===== src/rtl/i2c_slave_core.sv =====
// I2C slave core: 7-bit addressed target with byte-wide receive pulse, transmit
// valid/ready capture and SCL stretching while no transmit byte is available.
module i2c_slave_core #(
    parameter logic [6:0] SLAVE_ADDR  = 7'h50,
    parameter int         SYNC_STAGES = 2
) (
    input  logic       clk,
    input  logic       rst,
    input  logic       scl_in,
    input  logic       sda_in,
    output logic       scl_out,
    output logic       sda_out,
    output logic [7:0] rx_data,
    output logic       rx_valid,
    input  logic [7:0] tx_data,
    input  logic       tx_valid,
    output logic       tx_ready,
    output logic       start_det,
    output logic       stop_det,
    output logic       busy,
    output logic [2:0] dbg_state_o
);

    localparam int NS = (SYNC_STAGES < 2) ? 2 : SYNC_STAGES;

    typedef enum logic [2:0] {
        IDLE     = 3'd0,
        ADDR     = 3'd1,
        ADDR_ACK = 3'd2,
        WR_DATA  = 3'd3,
        WR_ACK   = 3'd4,
        RD_LOAD  = 3'd5,
        RD_DATA  = 3'd6,
        RD_ACK   = 3'd7
    } state_t;

    state_t      state_q, state_d;
    logic [NS:0] scl_sync_q, sda_sync_q;
    logic [2:0]  bit_cnt_q, bit_cnt_d;
    logic [7:0]  shift_q, shift_d;
    logic [7:0]  rx_data_q, rx_data_d;
    logic        rw_q, rw_d;
    logic        ack_q, ack_d;
    logic        sda_out_q, sda_out_d;
    logic        scl_out_q, scl_out_d;
    logic        rx_valid_q, rx_valid_d;
    logic        start_det_q, start_det_d;
    logic        stop_det_q, stop_det_d;
    logic        busy_q, busy_d;

    // Index NS-1 is the last synchronizer stage, index NS the extra delay flop.
    logic scl_now, scl_prev, sda_now, sda_prev;
    logic scl_rise, scl_fall, start_cond, stop_cond;

    assign scl_now    = scl_sync_q[NS-1];
    assign scl_prev   = scl_sync_q[NS];
    assign sda_now    = sda_sync_q[NS-1];
    assign sda_prev   = sda_sync_q[NS];
    assign scl_rise   = scl_now & ~scl_prev;
    assign scl_fall   = ~scl_now & scl_prev;
    assign start_cond = scl_now & sda_prev & ~sda_now;
    assign stop_cond  = scl_now & ~sda_prev & sda_now;

    // Handshakes: a transmit byte transfers in the cycle where tx_valid and
    // tx_ready are both high (tx_ready is only raised while tx_valid is high);
    // rx_valid is a single-cycle notification with no back-pressure.
    always_comb begin
        state_d     = state_q;
        bit_cnt_d   = bit_cnt_q;
        shift_d     = shift_q;
        rx_data_d   = rx_data_q;
        rw_d        = rw_q;
        ack_d       = ack_q;
        sda_out_d   = sda_out_q;
        scl_out_d   = scl_out_q;
        rx_valid_d  = 1'b0;
        start_det_d = 1'b0;
        stop_det_d  = 1'b0;
        busy_d      = busy_q;
        tx_ready    = 1'b0;
        if (start_cond) begin
            state_d     = ADDR;
            bit_cnt_d   = 3'd0;
            ack_d       = 1'b0;
            sda_out_d   = 1'b1;
            scl_out_d   = 1'b1;
            start_det_d = 1'b1;
        end else if (stop_cond) begin
            state_d    = IDLE;
            ack_d      = 1'b0;
            sda_out_d  = 1'b1;
            scl_out_d  = 1'b1;
            stop_det_d = 1'b1;
            busy_d     = 1'b0;
        end else begin
            unique case (state_q)
                IDLE: ;
                ADDR: if (scl_rise) begin
                    shift_d   = {shift_q[6:0], sda_now};
                    bit_cnt_d = bit_cnt_q + 3'd1;
                    if (bit_cnt_q == 3'd7) begin
                        if (shift_q[6:0] == SLAVE_ADDR) begin
                            state_d = ADDR_ACK;
                            rw_d    = sda_now;
                            busy_d  = 1'b1;
                        end else begin
                            state_d = IDLE;
                            busy_d  = 1'b0;
                        end
                    end
                end
                // ack_q marks that the ACK low phase has begun.
                ADDR_ACK, WR_ACK: if (scl_fall) begin
                    if (!ack_q) begin
                        ack_d     = 1'b1;
                        sda_out_d = 1'b0;
                    end else begin
                        ack_d     = 1'b0;
                        sda_out_d = 1'b1;
                        bit_cnt_d = 3'd0;
                        state_d   = (state_q == WR_ACK || !rw_q) ? WR_DATA : RD_LOAD;
                    end
                end
                WR_DATA: if (scl_rise) begin
                    shift_d   = {shift_q[6:0], sda_now};
                    bit_cnt_d = bit_cnt_q + 3'd1;
                    if (bit_cnt_q == 3'd7) begin
                        rx_data_d  = {shift_q[6:0], sda_now};
                        rx_valid_d = 1'b1;
                        state_d    = WR_ACK;
                    end
                end
                RD_LOAD: if (tx_valid) begin
                    tx_ready  = 1'b1;
                    shift_d   = {tx_data[6:0], 1'b0};
                    sda_out_d = tx_data[7];
                    scl_out_d = 1'b1;
                    bit_cnt_d = 3'd0;
                    state_d   = RD_DATA;
                end else begin
                    scl_out_d = 1'b0;
                end
                RD_DATA: if (scl_fall) begin
                    if (bit_cnt_q == 3'd7) begin
                        sda_out_d = 1'b1;
                        bit_cnt_d = 3'd0;
                        state_d   = RD_ACK;
                    end else begin
                        sda_out_d = shift_q[7];
                        shift_d   = {shift_q[6:0], 1'b0};
                        bit_cnt_d = bit_cnt_q + 3'd1;
                    end
                end
                RD_ACK: if (scl_rise) begin
                    if (!sda_now) ack_d = 1'b1;
                    else          state_d = IDLE;
                end else if (scl_fall && ack_q) begin
                    ack_d   = 1'b0;
                    state_d = RD_LOAD;
                end
                default: state_d = IDLE;
            endcase
        end
    end

    always_ff @(posedge clk or posedge rst) begin
        if (rst) begin
            state_q     <= IDLE;
            scl_sync_q  <= '1;
            sda_sync_q  <= '1;
            bit_cnt_q   <= 3'd0;
            shift_q     <= 8'h00;
            rx_data_q   <= 8'h00;
            rw_q        <= 1'b0;
            ack_q       <= 1'b0;
            sda_out_q   <= 1'b1;
            scl_out_q   <= 1'b1;
            rx_valid_q  <= 1'b0;
            start_det_q <= 1'b0;
            stop_det_q  <= 1'b0;
            busy_q      <= 1'b0;
        end else begin
            state_q     <= state_d;
            scl_sync_q  <= {scl_sync_q[NS-1:0], scl_in};
            sda_sync_q  <= {sda_sync_q[NS-1:0], sda_in};
            bit_cnt_q   <= bit_cnt_d;
            shift_q     <= shift_d;
            rx_data_q   <= rx_data_d;
            rw_q        <= rw_d;
            ack_q       <= ack_d;
            sda_out_q   <= sda_out_d;
            scl_out_q   <= scl_out_d;
            rx_valid_q  <= rx_valid_d;
            start_det_q <= start_det_d;
            stop_det_q  <= stop_det_d;
            busy_q      <= busy_d;
        end
    end

    assign scl_out     = scl_out_q;
    assign sda_out     = sda_out_q;
    assign rx_data     = rx_data_q;
    assign rx_valid    = rx_valid_q;
    assign start_det   = start_det_q;
    assign stop_det    = stop_det_q;
    assign busy        = busy_q;
    assign dbg_state_o = state_q;

endmodule

===== config.mk =====
export PLATFORM = sky130hd
export DESIGN_NAME = i2c_slave_core
export DESIGN_NICKNAME = d
export VERILOG_FILES = /design/src/rtl/i2c_slave_core.sv
export SDC_FILE = /design/constraint.sdc
export NUM_CORES = 1
export LEC_CHECK = 0
export CAP_MARGIN = 20
export CORE_MARGIN = 2
export CORE_UTILIZATION = 47
export DETAILED_ROUTE_END_ITERATION = 7
export PLACE_DENSITY = 0.78
export REMOVE_ABC_BUFFERS = 1
export SYNTH_ARGS = -nofsm -noshare
export SYNTH_HDL_FRONTEND = slang
export SYNTH_SLANG_ARGS = --single-unit

===== constraint.sdc =====
create_clock -name clk -period 2 [get_ports clk]
set_input_delay 0.4 -clock clk [delete_from_list [all_inputs] [get_ports clk]]
set_output_delay 0.4 -clock clk [all_outputs]
set_load 0.01 [all_outputs]

### Word-level counts from Yosys, hierarchy flattened

Cells that the tools add are included.
W data, S select, Z words.

* register bits: 36
* word-level logic and storage cells: 147
* output and inout port bits: 18

* muxes and demuxes: 67
* reduce and logical (&&, ||, !) cells: 22
* bitwise logic cells: 12
* add/subtract/negate cells: 1
* eq/ne operators: 31

Operators by type and width (number)
* $mux W3: 23
* $ne A4 B4 Y1 const B: 9
* $mux W1: 34
* $mux W8: 4
* $pmux W8 S3: 1
* $pmux W3 S6: 1
* $eq A3 B3 Y1 const B: 5
* $ne A5 B5 Y1 const B: 3
* $reduce_and A7 Y1: 2
* $ne A3 B3 Y1 const B: 4
* $pmux W3 S4: 1
* $reduce_and A12 Y1: 1
* $reduce_and A4 Y1: 3
* $reduce_bool A5 Y1: 2
* $ne A2 B2 Y1 const B: 4
* $reduce_bool A8 Y1: 1
* $eq A7 B7 Y1 const B: 1
* $and A1 B1 Y1: 6
* $eq A3 B2 Y1 const B: 2
* $not A1 Y1: 6
* $reduce_and A6 Y1: 1
* $reduce_bool A2 Y1: 3
* $reduce_bool A3 Y1: 2
* $reduce_and A5 Y1: 1
* other kinds (12): 13

### Logic depth before layout (Yosys ltp)

* word-level depth: 8
* depth in mapped cells: 9
* mapped depth without buffers: 7

### Worst setup path after synthesis

No wires, ideal clock.

* path type: reg-to-reg
* start point: register scl_sync_q[2]
* end point: register shift_q[5]
* path slack: 0.012 ns
* stages on the path, launching flop included: 7
* period minus slack after synthesis: 1.988 ns
* data arrival time: 1.869 ns
* cell sequence: dfstp_2 > or3b_1 > or3_1 > a211o_1 > buf_6 > nand2_1 > o21ai_2

* cells in the longest elaborated chain, start to end: 4
* elaborated cells between the ends (all ways): 6
* those cells by class: eq/ne (2); bitwise (3); reduce/logical (1)

RTL lines
* from (decl): RTL line 38 `logic [NS:0] scl_sync_q, sda_sync_q;`
* from (signal assigned): RTL line 184 `scl_sync_q <= {scl_sync_q[NS-1:0], scl_in};`
* $not A1 Y1: RTL line 59 `assign scl_rise = scl_now & ~scl_prev;`
* $and A1 B1 Y1: RTL line 59
* $ne A2 B1 Y1 (no line)
* $reduce_and A7 Y1 (no line) *
* to (signal assigned): RTL line 187 `shift_q <= shift_d;`
* to (decl): RTL line 40 `logic [7:0] shift_q, shift_d;`

Mark *: on every way between the ends. The rest lies on a longest branch, timed or not.
A chain may end at the register's enable or synchronous reset.

### Worst setup path in the final report

* start point: register scl_sync_q[1]
* end point: register state_q[1] (netlist: dbg_state_o[1])

* cells in the longest elaborated chain, start to end: 5
* elaborated cells between the ends (all ways): 25
* those cells by class: eq/ne (11); mux (4); bitwise (7); reduce/logical (3)

RTL lines
* $and A1 B1 Y1 or $not A1 Y1 (tied branches): RTL line 59, 60
* $mux W3 or $and A1 B1 Y1 (tied branches): RTL line 154, 60
* $pmux W3 S6 or $logic_and A1 B1 Y1 (tied branches): RTL line 96, 157
* $mux W3 or $ne A5 B5 Y1 (tied branches)
* $mux W3 or $reduce_and A12 Y1 (tied branches)
* to (signal assigned): RTL line 183 `state_q <= state_d;`
* to (decl): RTL line 37 `state_t state_q, state_d;`

Several ways; a longest one is shown, not always the timed one.

==> run_results.csv <==
group,metric,value,unit
logic_synthesis,synth.cell_area,1820,um^2
power,powerDensity,777.4,nW/um^2
cts,clock_latency,0.29,ns
timing,drv_slew,0,
detailed_routing,ant_nets,0,
logic_synthesis,synth-seq-cells,36,
timing,setup_viol,0,
die,initial_core_util,0.4936,
global_routing,grt_usage,0.2172,
setup_path,slowest_stage,"dfstp_2",
timing,clock_skew,0.009935,ns
power,switching_share,0.2686,
setup_path,crit_path_end_kind,"register",
die,fp.dieH,66.24,um
die,die_w,66.24,um
placed_design,hpwl,3.230,mm
detailed_routing,viasPerCell,5.657,
placed_design,placed_cells,269,
global_routing,overflow,0,
layout,nets,244,
detailed_routing,drtPass1Iterations,4,
cts,cts_inserted_buffers,5,
power,clockPowerShare,0.352,
power,p_comb_frac,0.182,
setup_path,worstSetupPathType,"reg -> reg",
job,cap_violations,0,
die,die_area,4387,um^2
cts,path_clk_slew,0.08,ns
power,p_leak,1.170,nW
setup_path,reg2reg_depth,6,
setup_path,cp_max_fo,5,
die,ios,31,
cts,cts-root-buf,"clkbuf_8",
setup_path,path_depth,6,
logic_synthesis,synthArstFlopShare,1.000,
detailed_routing,wl,4.401,mm
timing,maxSlewHeadroom,0.7007,
timing,timing.fmax,510.8,MHz
power,internal_power,1.446,mW
logic_synthesis,ys_types,51,
power,power,1.977,mW
setup_path,path_cells,"nor2b_2, buf_4, a21oi_1, or4_4, a211o_1, a21oi_2",
cts,cts.sinks,36,
timing,fin_crit_sh,0.9789,
setup_path,startpoint_type,"register",
cts,clockBufferDepth,2,
die,core_area,3689,um^2
layout,seq_area,913.4,um^2
min_path,hold_depth,0,
layout,multi_input_area,878.3,um^2
placed_design,place.gp.congestion,0.9030,
global_routing,antenna_found_initial,0,
outcome,run_status,"finished clean",
layout,fill_cells,275,
placed_design,numPortBuffers,30,
placed_design,dp_slack,-0.2545,ns
detailed_routing,drc_errors,0,
logic_synthesis,synth_edf_count,0,
setup_path,cp.arrival,2.18,ns
layout,area_growth,39.73,%
cts,htree_levels,2,
layout,final_common_cell,"clkdlybuf4s50_1",
detailed_routing,drtIter0Drc,132,
logic_synthesis,synth_flop_cell,"dfrtp_1",
setup_path,crit_buf_inv,1,
setup_path,critPathTopFamily,"simple AND/OR/NAND/NOR gates",
detailed_routing,routed-via-count,1567,
setup_path,slowest_delay,0.57,ns
power,netSwitchingPower,0.5311,mW
global_routing,grt_max_degree,37,
layout,mostFrequentLayoutCells,"clkdlybuf4s50_1, dfrtp_1, buf_4",
timing,hold_violations,0,
cts,cts_tree,"yes",
power,peakVddDrop,0.0005445,V
power,power_frac_seq,0.466,
layout,final_util,0.6896,
timing,fin_crit,1.958,ns
timing,worst_slew_pin_slew,0.4489,ns
timing,finalWorstSetupSlack,0.04220,ns
cts,cts_setup_buffers,0,
logic_synthesis,yosys_warnings,0,
setup_path,worst-endpoint-required,2.22,ns
logic_synthesis,syn_inst,173,
timing,rsz0062_at_grt,"yes",
logic_synthesis,postSynthAreaPerCell,10.52,um^2
global_routing,first_global_vias,1507,
die,num_rows,22,
layout,diodes,0,
cts,cts-hold-fix-buffers,0,
detailed_routing,wire_per_inst,15.89,um
layout,drive_gt1_frac,0.3100,
logic_synthesis,seq_area_frac_synth,0.5003,
min_path,min_path_type,"reg -> reg",
global_routing,grt_pass1_wl,7.134,mm
layout,final-instance-count-excl-fill,277,
-- per-layer routing --
metal  wire length (um)  vias up  global-route usage
met4                 77        0             0.06122
li1                   -      737                   -
met2               2220       58              0.3838
met5                  0        -                   0
met1               1882      763              0.2645
met3                221        9             0.04770
-- stage by stage --
| step | setup TNS (ns) | area (um^2) | hold slack [ns] |
|---|---|---|---|
| global route | -0.09542 | 2544 | 0.3591 |
| global placement | -0.5545 | 2367 | 0.3456 |
| finish | 0 | 2544 | 0.3563 |
| floorplan | -0.4804 | 1767 | 0.3452 |
| CTS | 0 | 2506 | 0.3569 |
| detailed placement | -0.7343 | 2367 | 0.3472 |
-- state kept, by name, summed over array words and instances, names as in the netlist --
signal / count
stop_det: 1
scl_sync_q: 3
bit_cnt_q: 3
dbg_state_o: 3
busy: 1
start_det: 1
rx_valid: 1
sda_sync_q: 3
scl_out: 1
rx_data: 8
shift_q: 8
rw_q: 1
sda_out: 1
ack_q: 1
-- synth_stat cells (all sizes together) (2+ instances only) --
| library cell | count | area [um^2] |
|---|---|---|
| nand2 | 18 | 67.56 |
| xnor2 | 2 | 17.52 |
| nand3 | 5 | 25.02 |
| buf | 7 | 46.29 |
| dfstp | 8 | 210.2 |
| nor2 | 5 | 18.77 |
| a21oi | 9 | 45.04 |
| dfrtp | 28 | 700.7 |
| a32o | 3 | 30.03 |
| o21ai | 20 | 107.6 |
| clkbuf | 2 | 7.510 |
| nand3b | 3 | 22.52 |
| ha | 3 | 37.54 |
| inv | 7 | 26.27 |
| nor2b | 2 | 12.51 |
| mux2i | 8 | 80.08 |
| mux2 | 9 | 101.4 |
| nand2b | 3 | 18.77 |
| o22ai | 2 | 12.51 |
| a211o | 3 | 26.28 |
-- final timing paths --
kind	startpoint	end	slack, ns
min in group asynchronous	rst	busy	0.52
worst max-delay path	scl_sync_q[1]	dbg_state_o[1]	0.04
worst max register to register	scl_sync_q[1]	dbg_state_o[1]	0.04
worst min-delay path	sda_sync_q[0]	sda_sync_q[1]	0.36
worst min register to register	sda_sync_q[0]	sda_sync_q[1]	0.36
max in group asynchronous	rst	sda_sync_q[1]	1.14
-- power by group through the flow --
stage	combinational [mW]	sequential [mW]	clock, mW
final	0.359	0.921	0.697
after global placement	0.339	0.922	0
after detailed placement	0.353	0.926	0
after CTS	0.355	0.915	0.712
after global routing	0.405	0.936	0.738
after floorplan	0.205	0.917	0
-- area by class of cell --
type	count	share of cell area
multi-input cells	121	0.3453
well taps	48	0.02361
inverters	7	0.01033
repair buffers	57	0.2120
clock buffers	7	0.03788
clock inverters	1	0.01181
flip-flops and latches	36	0.3591
-- cell families after synthesis --
logic type	share of synthesized area
AO/OA/AOI/OAI	0.1663
XOR/XNOR	0.01444
adder cells (fa/ha/maj)	0.02612
buffers and inverters	0.04398
flip-flops	0.5003
multiplexers	0.09966
AND/OR/NAND/NOR	0.1492
-- repair_timing --
item,4_1_cts,5_1_grt
resized for setup,6,10
endpoints found under the setup margin,5,11
pin swaps,1,2
gates cloned,0,0
No activity file was read; power rests on OpenSTA's default activity.
